File: src/rtl/bp_stream_mem_arbiter.sv
// bp_stream_mem_arbiter: round-robin N:1 BP stream arbiter that keeps locked multi-beat messages atomic.
// Define BP_STREAM_ARB_FIXED_PRIO_EN for fixed priority (lowest index wins) instead of round-robin.
module bp_stream_mem_arbiter #(
  parameter int num_req_p = 2,
  parameter int header_width_p = 64,
  parameter int data_width_p = 64,
  localparam int lg_req_lp = (num_req_p > 1) ? $clog2(num_req_p) : 1
) (
  input  logic                                clk_i,
  input  logic                                reset_n_i,
  input  logic [num_req_p*header_width_p-1:0] mem_header_i,
  input  logic [num_req_p*data_width_p-1:0]   mem_data_i,
  input  logic [num_req_p-1:0]                mem_v_i,
  input  logic [num_req_p-1:0]                mem_lock_i,
  output logic [num_req_p-1:0]                mem_ready_o,
  output logic [header_width_p-1:0]           mem_header_o,
  output logic [data_width_p-1:0]             mem_data_o,
  output logic                                mem_v_o,
  output logic                                mem_lock_o,
  input  logic                                mem_ready_i,
  output logic [lg_req_lp-1:0]                grant_id_o
);
  typedef enum logic {IDLE, BUSY} state_e;
  state_e state_q, state_d;
  logic [lg_req_lp-1:0] grant_q, grant_d, rr_ptr_q, rr_ptr_d, start, pick;
  logic [num_req_p-1:0] cand;
  logic busy, fin;
  assign busy = state_q == BUSY;
  assign fin = mem_v_o & mem_ready_i & ~mem_lock_o;
  assign grant_id_o = grant_q;
  always_comb begin
    mem_header_o = '0;
    mem_data_o = '0;
    mem_v_o = 1'b0;
    mem_lock_o = 1'b0;
    mem_ready_o = '0;
    for (int i = 0; i < num_req_p; i++)
      if (grant_q == lg_req_lp'(i)) begin
        mem_header_o = mem_header_i[i*header_width_p +: header_width_p];
        mem_data_o = mem_data_i[i*data_width_p +: data_width_p];
        mem_v_o = busy & mem_v_i[i];
        mem_lock_o = busy & mem_lock_i[i];
        mem_ready_o[i] = busy & mem_ready_i;
      end
  end
`ifdef BP_STREAM_ARB_FIXED_PRIO_EN
  assign start = rr_ptr_q;
  assign cand = mem_v_i;
`else
  logic [lg_req_lp-1:0] nxt_g;
  assign nxt_g = (int'(grant_q) == num_req_p - 1) ? '0 : grant_q + lg_req_lp'(1);
  // while busy the current owner is excluded so it cannot win twice in a row
  assign start = busy ? nxt_g : rr_ptr_q;
  assign cand = busy ? mem_v_i & ~(num_req_p'(1) << grant_q) : mem_v_i;
`endif
  always_comb begin
    int d, best;
    d = 0;
    best = num_req_p;
    pick = '0;
    for (int i = 0; i < num_req_p; i++) begin
      d = i - int'(start);
      if (d < 0) d = d + num_req_p;
      if (cand[i] && d < best) begin
        best = d;
        pick = lg_req_lp'(i);
      end
    end
  end
  always_comb begin
    state_d = state_q;
    grant_d = grant_q;
    rr_ptr_d = rr_ptr_q;
    if (!busy || fin) begin
      state_d = (|cand) ? BUSY : IDLE;
      grant_d = (|cand) ? pick : grant_q;
    end
`ifndef BP_STREAM_ARB_FIXED_PRIO_EN
    if (busy && fin) rr_ptr_d = nxt_g;
`endif
  end
  always_ff @(posedge clk_i or negedge reset_n_i)
    if (!reset_n_i) begin
      state_q <= IDLE;
      grant_q <= '0;
      rr_ptr_q <= '0;
    end else begin
      state_q <= state_d;
      grant_q <= grant_d;
      rr_ptr_q <= rr_ptr_d;
    end
endmodule

File: config.mk
export PLATFORM = sky130hd
export DESIGN_NAME = bp_stream_mem_arbiter
export DESIGN_NICKNAME = d
export VERILOG_FILES = /design/src/rtl/bp_stream_mem_arbiter.sv
export SDC_FILE = /design/constraint.sdc
export NUM_CORES = 1
export LEC_CHECK = 0
export ABC_AREA = 1
export CORE_AREA = 2 2 156 158
export DETAILED_ROUTE_END_ITERATION = 10
export DIE_AREA = 0 0 158 160
export PLACE_DENSITY_LB_ADDON = 0.15
export SLEW_MARGIN = 30
export SYNTH_ARGS = -nofsm -noshare
export SYNTH_HDL_FRONTEND = slang
export SYNTH_SLANG_ARGS = --single-unit
File: constraint.sdc
create_clock -name clk_i -period 1.2 [get_ports clk_i]
set_input_delay 0.18 -clock clk_i [delete_from_list [all_inputs] [get_ports clk_i]]
set_output_delay 0.18 -clock clk_i [all_outputs]
set_load 0.05 [all_outputs]
# Yosys cells after proc, flatten, opt, wreduce, memory -nomap -nowiden
# Cells that the tools add are included.
# op_classes
shift	1
n_reduce_logical	7
bitwise	10
mux	14
add_sub_neg	5
n_lt_le_gt_ge	4
# ops
op	count
64-bit two-way mux	2
32-bit two-way mux	3
32-bit by 3-bit less-than comparator with 1-bit output, second input constant	1
32-bit less-than comparator	1
2-bit by 3-bit adder with 4-bit output, second input constant	2
1-bit two-way mux	8
1-bit bitwise AND	7
2-bit by 1-bit less-than comparator with 1-bit output, second input constant	2
1-bit by 1-bit subtractor with 2-bit output, first input constant	2
1-bit logical AND	3
2-bit bitwise AND	1
2-bit two-way mux	1
2-bit NOT	1
2-bit AND reduction	1
2-bit OR reduction	1
1-bit by 1-bit << shifter with 2-bit output, first input constant	1
1-bit adder, second input constant	1
1-bit zero test	1
1-bit logical OR	1
1-bit NOT	1
# word_totals
input_bits	263
reg_bits	3
output_inout_bits	133

# Longest topological paths before layout
# logic_depth
word_depth	12
depth_mapped	10

# Worst setup path after synthesis
# OpenSTA, ideal clock, no wires.
# synth_timing
kind	reg-to-output
from	register grant_q (netlist: grant_id_o)
to	output port mem_ready_o[0]
path_stages_with_launch	5
n_path_buf	1
path_slack_ns	-0.546
arrival_ns	1.566
required_ns	1.020
cell_sequence	dfrtp_1 > buf_6 > inv_2 > nand2_1 > nor2_1
# synth_between
elab_chain_cells	1
# synth_lines
element	line	rtl
start: declaration	25	logic [lg_req_lp-1:0] grant_q, grant_d, rr_ptr_q, rr_ptr_d, start, pick;
start signal: assignment	89	grant_q <= grant_d;
1-bit two-way mux	38	if (grant_q == lg_req_lp'(i)) begin
end: declaration	15	output logic [num_req_p-1:0] mem_ready_o,
# No other way between the ends.

# Worst setup path after layout
# layout_timing
from	register grant_q (netlist: grant_id_o)
to	output port mem_data_o[21]
# layout_between
elab_chain_cells	1
# layout_lines
element	line	rtl
64-bit two-way mux	38	
end: declaration	17	output logic [data_width_p-1:0] mem_data_o,
# No other way between the ends.

==> impl_metrics.py <==
metrics = {
    "worst_setup_path": {
        "critPathLaunchType": "flop",
        "worstPathMaxFanout": 8,
        "crit_type": "reg -> out",
        "arrival_ns": 1.48,
        "critical_path_required_ns": 1.02,
        "r2r_setup_slack_ns": -0.32,
        "endpoint_kind": "primary output",
    },
    "global_route": {
        "grt_pass1_vias": 4300,
        "grt_first_pass_wirelength_um": 24800,
        "antenna_found_initial": 0,
        "grt_start_max_net_pins": 23,
        "grt_overflow": 0,
        "grtUsageTotal_pct": 12.6,
    },
    "drt": {
        "drc": 0,
        "via_count": 4274,
        "ant_nets": 0,
        "vias_per_cell": 3.61,
        "avgRoutedWirePerCell_um": 15.3,
        "drtIter0Drc": 99,
        "wl_um": 18100,
        "dr.pass1.iters": 4,
    },
    "floorplanning": {
        "die-area_mm2": 0.0253,
        "ios": 396,
        "die_h_um": 160,
        "fp.dieW_um": 158,
        "core_mm2": 0.0238,
        "row_count": 57,
        "start_util_pct": 7.68,
    },
    "cts": {
        "clockBufferDepth": 2,
        "worstSkewPairLatency_ns": 0.22,
        "cts_buffers": 3,
        "path_clk_slew_ns": 0.03,
        "clock_sinks": 3,
        "cts-root-buf": "clkbuf_16",
        "cts_tree": "built",
        "cts_htree_levels": 1,
        "cts_hold_buf": 0,
    },
    "logic_synthesis": {
        "syn_nets": 708,
        "yosys_warnings": 0,
        "ys_seq_area_share_pct": 4.10,
        "netlist_area_mm2": 0.00183,
        "postSynthCellCount": 445,
        "ys_types": 14,
        "ys_ff_latch": 3,
        "syn_area_per_cell_um2": 4.11,
    },
    "power": {
        "power.total_w": 0.0263,
        "ir_drop_mv": 1.35,
        "power.leakage_nw": 4.51,
        "p_per_area_mw_per_mm2": 2630,
    },
    "sta": {
        "fin_setup_tns_ns": -56.53,
        "fin_ws_ns": -0.462,
        "rsz0062_at_grt": "yes",
        "skew_ns": 0.000639,
        "hold_ws_ns": 0.164,
        "setup_viol": 136,
        "hold_violations": 0,
        "fin_crit_ns": 1.66,
        "slew_violations": 0,
        "tightestPinTransition_ns": 0.352,
        "maxSlewHeadroom_pct": 76.6,
        "min_period_over_period_pct": 138,
        "fmax_mhz": 602,
    },
    "cells_and_area": {
        "layout.nets": 1125,
        "n_fill_cell": 2389,
        "area_growth_pct": 447,
        "multiInputGateArea_mm2": 0.00339,
        "drive_gt1_share_pct": 54.6,
        "diodes": 0,
        "ff_latch_area_um2": 78.8,
        "fin_util_pct": 42.1,
        "final_common_cell": "clkdlybuf4s50_1",
        "final_cell_mix": "clkdlybuf4s50_1, nand2_4, buf_12",
    },
    "placed_design": {
        "place_ws_ns": -0.285,
        "port_buffers": 395,
        "routabilityCongestion": 0.712,
        "dp_hpwl_um": 14700,
    },
    "flow_run": {
        "max_cap_viol_count": 0,
    },
    "hold_path": {
        "min_path_type": "in -> async",
    },
    "status": {
        "violations": "setup timing",
        "outcome": "complete, but fails checks",
    },
}
kinds of logic (layout without fill, tap and decap cells):
kind of cell,Yosys count,count (layout),synth area share [%]
AND/OR/NAND/NOR,406,406,84.2
buffers and inverters,34,450,11.0
flip-flops,3,3,4.10
AO/OA/AOI/OAI,2,2,0.683
through the flow:
step                instances  cell area (um2)
floorplan                 445             3190
global placement         1164             8940
detailed placement       1164             8940
CTS                      1170             9270
global route             1185            10000
finish                   1185            10000
timing repair:
action	4_1_cts	5_1_grt
buffers inserted	1	5
gates resized for setup	72	132
pin swaps	0	13
setup endpoints to repair	136	136
gates cloned	1	10
worst max-delay path, cell delays in order, from the launching register on:
cell,delay (ns)
dfrtp_4,0.58
buf_12,0.19
clkbuf_16,0.17
nand2_1,0.10
nand2_4,0.06
buf_12,0.14
flip-flops by register name, summed over array words and instances, names as in the netlist:
register and count:
grant_id_o 1, busy 1, rr_ptr_q 1
path summary, 6_finish.rpt:
path                       startpoint             end  cells after the start
setup / recovery           grant_id_o  mem_data_o[21]                      5
hold / removal              reset_n_i            busy                      1
setup reg to reg           grant_id_o      grant_id_o                     10
hold reg to reg              rr_ptr_q        rr_ptr_q                      2
max in group asynchronous   reset_n_i      grant_id_o                      1
min in group clk_i           rr_ptr_q        rr_ptr_q                      2
layer usage:
layer,global-route usage (%),part of all wire (%),vias to the layer above
li1,-,-,2154
met5,0,0,-
met1,12.9,34,1914
met4,1.47,0.81,0
met2,25.0,55,198
met3,4.31,10,8
synth_stat cells (all sizes together):
cell    count  area (um2)
nand3       4        25.0
clkbuf      2        7.51
nor2        2        7.51
nand2     400        1510
o211ai      1        7.51
inv         5        18.8
dfrtp       3        75.1
o21ai       1        5.00
buf        27         175
final cells by class:
class | count | area share [%]
timing repair buffer | 440 | 60.1
multi-input combinational | 408 | 33.8
tap | 324 | 4.05
sequential | 3 | 0.787
clock buffer | 4 | 0.787
inverter | 5 | 0.350
timing repair inverter | 1 | 0.0874
power by group:
| part | leakage, nW | switching (W) | internal [W] |
|---|---|---|---|
| registers | 0.0340 | 0.000169 | 0.000161 |
| logic | 4.44 | 0.0137 | 0.0118 |
| clock network | 0.0382 | 0.0000904 | 0.000438 |
(Power assumes the default switching activity.)
